[src/rtl/spi_pkg.sv]
// Shared SPI definitions: mode encoding, default frame width, slave FSM states.
package spi_pkg;

    localparam int unsigned SPI_DEFAULT_WIDTH = 32;

    // SPI mode encoded as {CPOL, CPHA}
    typedef enum logic [1:0] {
        SPI_MODE0 = 2'b00,
        SPI_MODE1 = 2'b01,
        SPI_MODE2 = 2'b10,
        SPI_MODE3 = 2'b11
    } spi_mode_e;

    typedef enum logic {
        SPI_SLV_IDLE   = 1'b0,
        SPI_SLV_ACTIVE = 1'b1
    } spi_slv_state_e;

    function automatic logic mode_cpol(input spi_mode_e mode);
        return mode[1];
    endfunction

    function automatic logic mode_cpha(input spi_mode_e mode);
        return mode[0];
    endfunction

endpackage

[src/rtl/spi_edge_det.sv]
// SPI input stage: optional 2-flop synchronizer (SPI_SLV_SYNC_EN), a 1-flop
// history, and combinational decode of sample/out clock edges and select edges.
module spi_edge_det
    import spi_pkg::*;
#(
    parameter spi_mode_e MODE = SPI_MODE0
) (
    input  logic clk,
    input  logic rst_n,
    input  logic sclk,
    input  logic ss_n,
    input  logic mosi,
    output logic sample_edge,
    output logic out_edge,
    output logic ss_fall,
    output logic ss_rise,
    output logic mosi_s
);

    localparam logic POL = mode_cpol(MODE);
    localparam logic PHA = mode_cpha(MODE);

    logic sclk_now;
    logic ss_n_now;
    logic sclk_q;
    logic ss_n_q;
    logic lead;
    logic trail;

`ifdef SPI_SLV_SYNC_EN
    logic [1:0] sclk_sync;
    logic [1:0] ss_n_sync;
    logic [1:0] mosi_sync;

    // Two-flop synchronizers for an asynchronous master, reset to idle levels
    always_ff @(posedge clk) begin
        if (!rst_n) begin
            sclk_sync <= {2{POL}};
            ss_n_sync <= 2'b11;
            mosi_sync <= 2'b00;
        end else begin
            sclk_sync <= {sclk_sync[0], sclk};
            ss_n_sync <= {ss_n_sync[0], ss_n};
            mosi_sync <= {mosi_sync[0], mosi};
        end
    end

    assign sclk_now = sclk_sync[1];
    assign ss_n_now = ss_n_sync[1];
    assign mosi_s   = mosi_sync[1];
`else
    assign sclk_now = sclk;
    assign ss_n_now = ss_n;
    assign mosi_s   = mosi;
`endif

    // History flop holding last cycle's sclk and ss_n
    always_ff @(posedge clk) begin
        if (!rst_n) begin
            sclk_q <= POL;
            ss_n_q <= 1'b1;
        end else begin
            sclk_q <= sclk_now;
            ss_n_q <= ss_n_now;
        end
    end

    // Edge decode: lead leaves the idle level, trail returns to it
    always_comb begin
        lead        = (sclk_now != POL) && (sclk_q == POL);
        trail       = (sclk_now == POL) && (sclk_q != POL);
        sample_edge = PHA ? trail : lead;
        out_edge    = PHA ? lead  : trail;
        ss_fall     = ss_n_q && !ss_n_now;
        ss_rise     = !ss_n_q && ss_n_now;
    end

endmodule

[src/rtl/spi_slave_if.sv]
// SPI slave endpoint in the PCLK domain: oversamples sclk/ss_n/mosi, exchanges
// WIDTH-bit MSB-first frames via a TX buffer and RX register.
// SPI_SLV_SYNC_EN adds an input synchronizer for an asynchronous master.
module spi_slave_if
    import spi_pkg::*;
#(
    parameter int unsigned      WIDTH   = SPI_DEFAULT_WIDTH,
    parameter bit               CPOL    = 1'b0,
    parameter bit               CPHA    = 1'b0,
    parameter logic [WIDTH-1:0] IDLE_TX = '0
) (
    input  logic             PCLK,
    input  logic             PRESETn,
    input  logic             sclk,
    input  logic             ss_n,
    input  logic             mosi,
    output logic             miso,
    output logic             miso_oe,
    input  logic [WIDTH-1:0] tx_data,
    input  logic             tx_load,
    output logic             tx_ready,
    output logic [WIDTH-1:0] rx_data,
    output logic             rx_valid,
    input  logic             rx_ack,
    output logic             busy,
    output logic             rx_overrun,
    output logic             tx_underrun,
    output logic             frame_abort
);

    localparam int unsigned CW   = $clog2(WIDTH + 1);
    localparam spi_mode_e   MODE = spi_mode_e'({CPOL, CPHA});

    logic sample_edge;
    logic out_edge;
    logic ss_fall;
    logic ss_rise;
    logic mosi_s;

    spi_slv_state_e   state, state_d;
    logic [CW-1:0]    cnt, cnt_d;
    logic [WIDTH-1:0] tx_buf, tx_buf_d;
    logic [WIDTH-1:0] tx_shift, tx_shift_d;
    logic [WIDTH-1:0] rx_shift, rx_shift_d;
    logic [WIDTH-1:0] rx_data_d;
    logic             tx_ready_d;
    logic             rx_valid_d;
    logic             miso_d;
    logic             miso_oe_d;
    logic             busy_d;
    logic             rx_overrun_d;
    logic             tx_underrun_d;
    logic             frame_abort_d;
    logic             frame_load;

    spi_edge_det #(
        .MODE(MODE)
    ) u_edge_det (
        .clk        (PCLK),
        .rst_n      (PRESETn),
        .sclk       (sclk),
        .ss_n       (ss_n),
        .mosi       (mosi),
        .sample_edge(sample_edge),
        .out_edge   (out_edge),
        .ss_fall    (ss_fall),
        .ss_rise    (ss_rise),
        .mosi_s     (mosi_s)
    );

    // State and datapath registers; outputs registered from their next values
    always_ff @(posedge PCLK) begin
        if (!PRESETn) begin
            state       <= SPI_SLV_IDLE;
            cnt         <= '0;
            tx_buf      <= '0;
            tx_shift    <= '0;
            rx_shift    <= '0;
            rx_data     <= '0;
            tx_ready    <= 1'b1;
            rx_valid    <= 1'b0;
            miso        <= 1'b0;
            miso_oe     <= 1'b0;
            busy        <= 1'b0;
            rx_overrun  <= 1'b0;
            tx_underrun <= 1'b0;
            frame_abort <= 1'b0;
        end else begin
            state       <= state_d;
            cnt         <= cnt_d;
            tx_buf      <= tx_buf_d;
            tx_shift    <= tx_shift_d;
            rx_shift    <= rx_shift_d;
            rx_data     <= rx_data_d;
            tx_ready    <= tx_ready_d;
            rx_valid    <= rx_valid_d;
            miso        <= miso_d;
            miso_oe     <= miso_oe_d;
            busy        <= busy_d;
            rx_overrun  <= rx_overrun_d;
            tx_underrun <= tx_underrun_d;
            frame_abort <= frame_abort_d;
        end
    end

    // Next-state, frame shifting, buffer handshake and status pulses
    always_comb begin
        state_d       = state;
        cnt_d         = cnt;
        tx_buf_d      = tx_buf;
        tx_shift_d    = tx_shift;
        rx_shift_d    = rx_shift;
        rx_data_d     = rx_data;
        tx_ready_d    = tx_ready;
        rx_valid_d    = rx_valid && !rx_ack;
        rx_overrun_d  = 1'b0;
        tx_underrun_d = 1'b0;
        frame_abort_d = 1'b0;
        frame_load    = 1'b0;

        // Buffer accepts a word only while empty
        if (tx_load && tx_ready) begin
            tx_buf_d   = tx_data;
            tx_ready_d = 1'b0;
        end

        case (state)
            SPI_SLV_IDLE: begin
                if (ss_fall) begin
                    state_d    = SPI_SLV_ACTIVE;
                    cnt_d      = '0;
                    rx_shift_d = '0;
                    frame_load = 1'b1;
                end
            end
            SPI_SLV_ACTIVE: begin
                if (ss_rise) begin
                    state_d       = SPI_SLV_IDLE;
                    frame_abort_d = (cnt != '0);
                    cnt_d         = '0;
                    rx_shift_d    = '0;
                end else if (sample_edge) begin
                    rx_shift_d = {rx_shift[WIDTH-2:0], mosi_s};
                    if (cnt == CW'(WIDTH - 1)) begin
                        cnt_d        = '0;
                        rx_data_d    = rx_shift_d;
                        rx_valid_d   = 1'b1;
                        rx_overrun_d = rx_valid && !rx_ack;
                        frame_load   = 1'b1;
                    end else begin
                        cnt_d = cnt + CW'(1);
                    end
                end else if (out_edge && (cnt != '0)) begin
                    // First out edge of a CPHA=1 frame keeps the preloaded MSB
                    tx_shift_d = {tx_shift[WIDTH-2:0], 1'b0};
                end
            end
            default: state_d = SPI_SLV_IDLE;
        endcase

        // Frame start or back-to-back reload: take the buffer, else the idle word
        if (frame_load) begin
            if (!tx_ready) begin
                tx_shift_d = tx_buf;
                tx_ready_d = 1'b1;
            end else begin
                tx_shift_d    = IDLE_TX;
                tx_underrun_d = 1'b1;
            end
        end

        miso_oe_d = (state_d == SPI_SLV_ACTIVE);
        miso_d    = (state_d == SPI_SLV_ACTIVE) && tx_shift_d[WIDTH-1];
        busy_d    = (cnt_d != '0);
    end

endmodule
[config.mk]
export PLATFORM = sky130hd
export DESIGN_NAME = spi_slave_if
export DESIGN_NICKNAME = d
export VERILOG_FILES = /design/src/rtl/spi_pkg.sv /design/src/rtl/spi_edge_det.sv /design/src/rtl/spi_slave_if.sv
export SDC_FILE = /design/constraint.sdc
export NUM_CORES = 1
export LEC_CHECK = 0
export CAP_MARGIN = 20
export CELL_PAD_IN_SITES_DETAIL_PLACEMENT = 1
export CELL_PAD_IN_SITES_GLOBAL_PLACEMENT = 2
export CORE_MARGIN = 2
export CORE_UTILIZATION = 35
export DETAILED_ROUTE_END_ITERATION = 12
export PLACE_DENSITY = 0.87
export REMOVE_ABC_BUFFERS = 1
export SYNTH_ARGS = -nofsm -noshare
export SYNTH_HDL_FRONTEND = slang
export SYNTH_SLANG_ARGS = --single-unit
[constraint.sdc]
create_clock -name PCLK -period 6.5 [get_ports PCLK]
set_clock_uncertainty 0.2 [all_clocks]
set_input_delay 0.65 -clock PCLK [delete_from_list [all_inputs] [get_ports PCLK]]
set_output_delay 0.65 -clock PCLK [all_outputs]
set_load 0.05 [all_outputs]
==> metrics.csv <==
metric;value;unit
CP Capture Type;flop;
first-pass GRT wire length;24700;um
GRT Total Usage;0.181;
Yosys top cell area share;0.507;
buffer count from post-CTS setup fixing;0;
HP Class;reg -> reg;
placed cell areas;6590;sq um
status;finished clean;
clk_lat worst skew;420;ps
largest stage delay on the critical path;940;ps
Num CTS Buffers;17;
die extent in x;131;um
Fin Setup TNS;0;ps
crit path from;ss_n;
Critical Path Start Type;input port;
share of total power in combinational logic;0.087;
Max Slew Vio Count;0;
share of cells above drive strength 1;0.110;
total wire length;14700;um
Crit path max-delay family;simple AND/OR/NAND/NOR gates;
worst path bufs/invs;1;
design area;7210;sq um
final hold slack;253;ps
Port Buffer Count;78;
Leakage;2.53;nW
Syn Std Cell Area;5650;sq um
VDD IR-drop max;0.000177;V
Slew Limit Headroom;0.271;
Die Area;17200;sq um
WL/cell;15.5;um
DR DRC count;0;
hold_buf cts;0;
initial antenna violation count;0;
vias in the first global route;5126;
Int Pwr;0.00161;W
GPL Wtd Cong;0.807;
die height;131;um
Final Hold Viols;0;
FMAX;345;MHz
final core occ;0.455;
Reg-to-Reg Start;cnt[0];
switching power;0.000522;W
post-route minimum period;2900;ps
hold wc startpoint;rx_data[27];
clock share of power;0.474;
measured slew at the worst slew-check pin;1090;ps
NumNets Final;762;
Worst Path Required;6640;ps
Max FO, Critical Path;30;
warnings from Yosys;0;
Root Driver;clkbuf_16;
Antenna Cells;0;
Critical Path Stages;6;
largest net degree at the start of global routing;79;
number of iterations in the first detailed-routing pass;4;
syn_area_per_cell;8.50;sq um
max cap viols;0;
period utilization;0.446;
Detail Placement HPWL;9230;um
GR Overflow Total;0;
Core Region;15800;sq um
register area share after synthesis;0.507;
worst-path cell chain;clkdlybuf4s50_1, nand2b_1, nand2_1, nor2_4, a221oi_2, a211oi_2;
vias;4867;
hold path cells;2;
pwr dens;295;nW/um^2
post_cts resized;0;
io pins;79;
Seq pwr share;0.439;
cell taking the most area after synthesis;dfxtp_1;
Worst EP arrival;3040;ps
clk buf depth;2;
H-tree depth;4;
clk sink count;143;
CTS clock-pin slew for the worst setup and hold paths;60;ps
largest cells by area after synthesis;dfxtp_1 (51%), nand2_1 (11%), a21oi_1 (8.9%), a221oi_2 (7.7%), nand3_1 (3.0%);
post-synthesis instance total;665;
CTS tree;built;
CP max stage cell;nor2_4;
number of synthesized register bits;143;
Vias/cell;5.12;
# rows;46;
FF-to-FF path depth;7;
Setup violations, final;0;
sw frac;0.245;
Area growth, synth to finish;27.5;%
Iter 0 DRT Violations;219;
Starting Density;0.357;
post-synthesis cell type count;43;
RSZ-0062 raised after global routing;false;
type of the worst setup path;in -> reg;
remaining antenna violation count;0;
[power by group through the flow]
stage	registers (W)	logic, W	clock network [W]
6_report	0.000935	0.000185	0.00101
5_1_grt	0.000939	0.000205	0.00107
4_1_cts	0.000935	0.000187	0.00103
3_5_place_dp	0.000953	0.000184	0
3_3_place_gp	0.000952	0.000174	0
2_1_floorplan	0.000953	0.000102	0
[Yosys cell counts, drive strengths merged]
cell type / instances
a311o: 1
a41oi: 1
or2: 2
buf: 17
nand2: 168
a211oi: 2
or4: 2
nand2b: 5
a211o: 1
a311oi: 2
nor4: 2
inv: 6
clkinv: 2
o22ai: 2
nand3b: 1
nand3: 34
ha: 2
o31ai: 1
o211ai: 1
a21o: 1
o31a: 2
nor3: 4
clkbuf: 35
dfxtp: 143
o21a: 1
nand4b: 1
a21oi: 101
and3: 3
and4: 1
o21ai: 34
or3: 1
o2111ai: 1
a22oi: 2
and2: 5
nor2: 44
nor2b: 3
a221oi: 31
[routing by layer]
layer  up-vias  global-route usage  routed length (um)
met5         -                   0                   0
met4         0              0.0713                 181
li1       2399                   -                   -
met1      2366               0.221                6740
met3        14              0.0386                 476
met2        88               0.312                7280
[sequential cells by signal, summed over array words and instances (netlist names)]
name,flops
tx_ready,1
miso,1
rx_overrun,1
u_edge_det.ss_n_q,1
tx_buf,32
state,1
rx_data,32
cnt,6
tx_shift,32
rx_valid,1
frame_abort,1
u_edge_det.sclk_q,1
busy,1
tx_underrun,1
rx_shift,31
[metrics by stage]
stage | total power, W | setup slack (ps) | cells
4_1_cts | 0.00216 | 3620 | 950
2_1_floorplan | 0.00106 | 2630 | 613
3_5_place_dp | 0.00114 | 3180 | 918
3_3_place_gp | 0.00113 | 3190 | 916
6_report | 0.00213 | 3600 | 950
5_1_grt | 0.00221 | 3420 | 950
[cells by family (layout without fill, tap and decap cells)]
kind of cell    count (synthesis)  after routing  synth area share
simple gates                  276            276             0.205
compound gates                184            184             0.231
flops                         143            143             0.507
buf+inv                        60            129            0.0522
fa+ha+maj                       2              2           0.00443
[worst min-delay path: cells and delay by family (launching register included)]
| kind | cells | cell delay, ps |
|---|---|---|
| AOI/OAI and AO/OA | 1 | 50 |
| DFF | 1 | 300 |
| and+or+nand+nor | 1 | 50 |
[final timing paths]
check / to / slack, ps
worst max-delay path: tx_shift[30] / 3600
worst min-delay path: rx_data[27] / 250
worst max register to register: tx_shift[30] / 3810
worst min register to register: rx_data[27] / 250
[cell type report]
cell class,count,area [sq um]
clock buffers,20,457
clock inverters,12,159
fillers,1808,8620
inverters,8,30.0
multi-input cells,462,2520
flip-flops and latches,143,2860
well taps,216,270
repair buffers,89,903
[placed cells by master, fill, tap and decap left out, drive strengths merged, types with 3 or more instances in the layout]
master         instances
a221oi                31
and2                   5
clkdlybuf4s50         78
dfxtp                143
and3                   3
clkbuf                20
o21ai                 34
clkinvlp               5
nor2b                  3
nand2b                 5
nor2                  44
nand3                 34
buf                   11
nor3                   4
inv                    9
clkinv                 3
a21oi                101
nand2                168
bufinv                 3
Power figures use the tool's default switching activity.
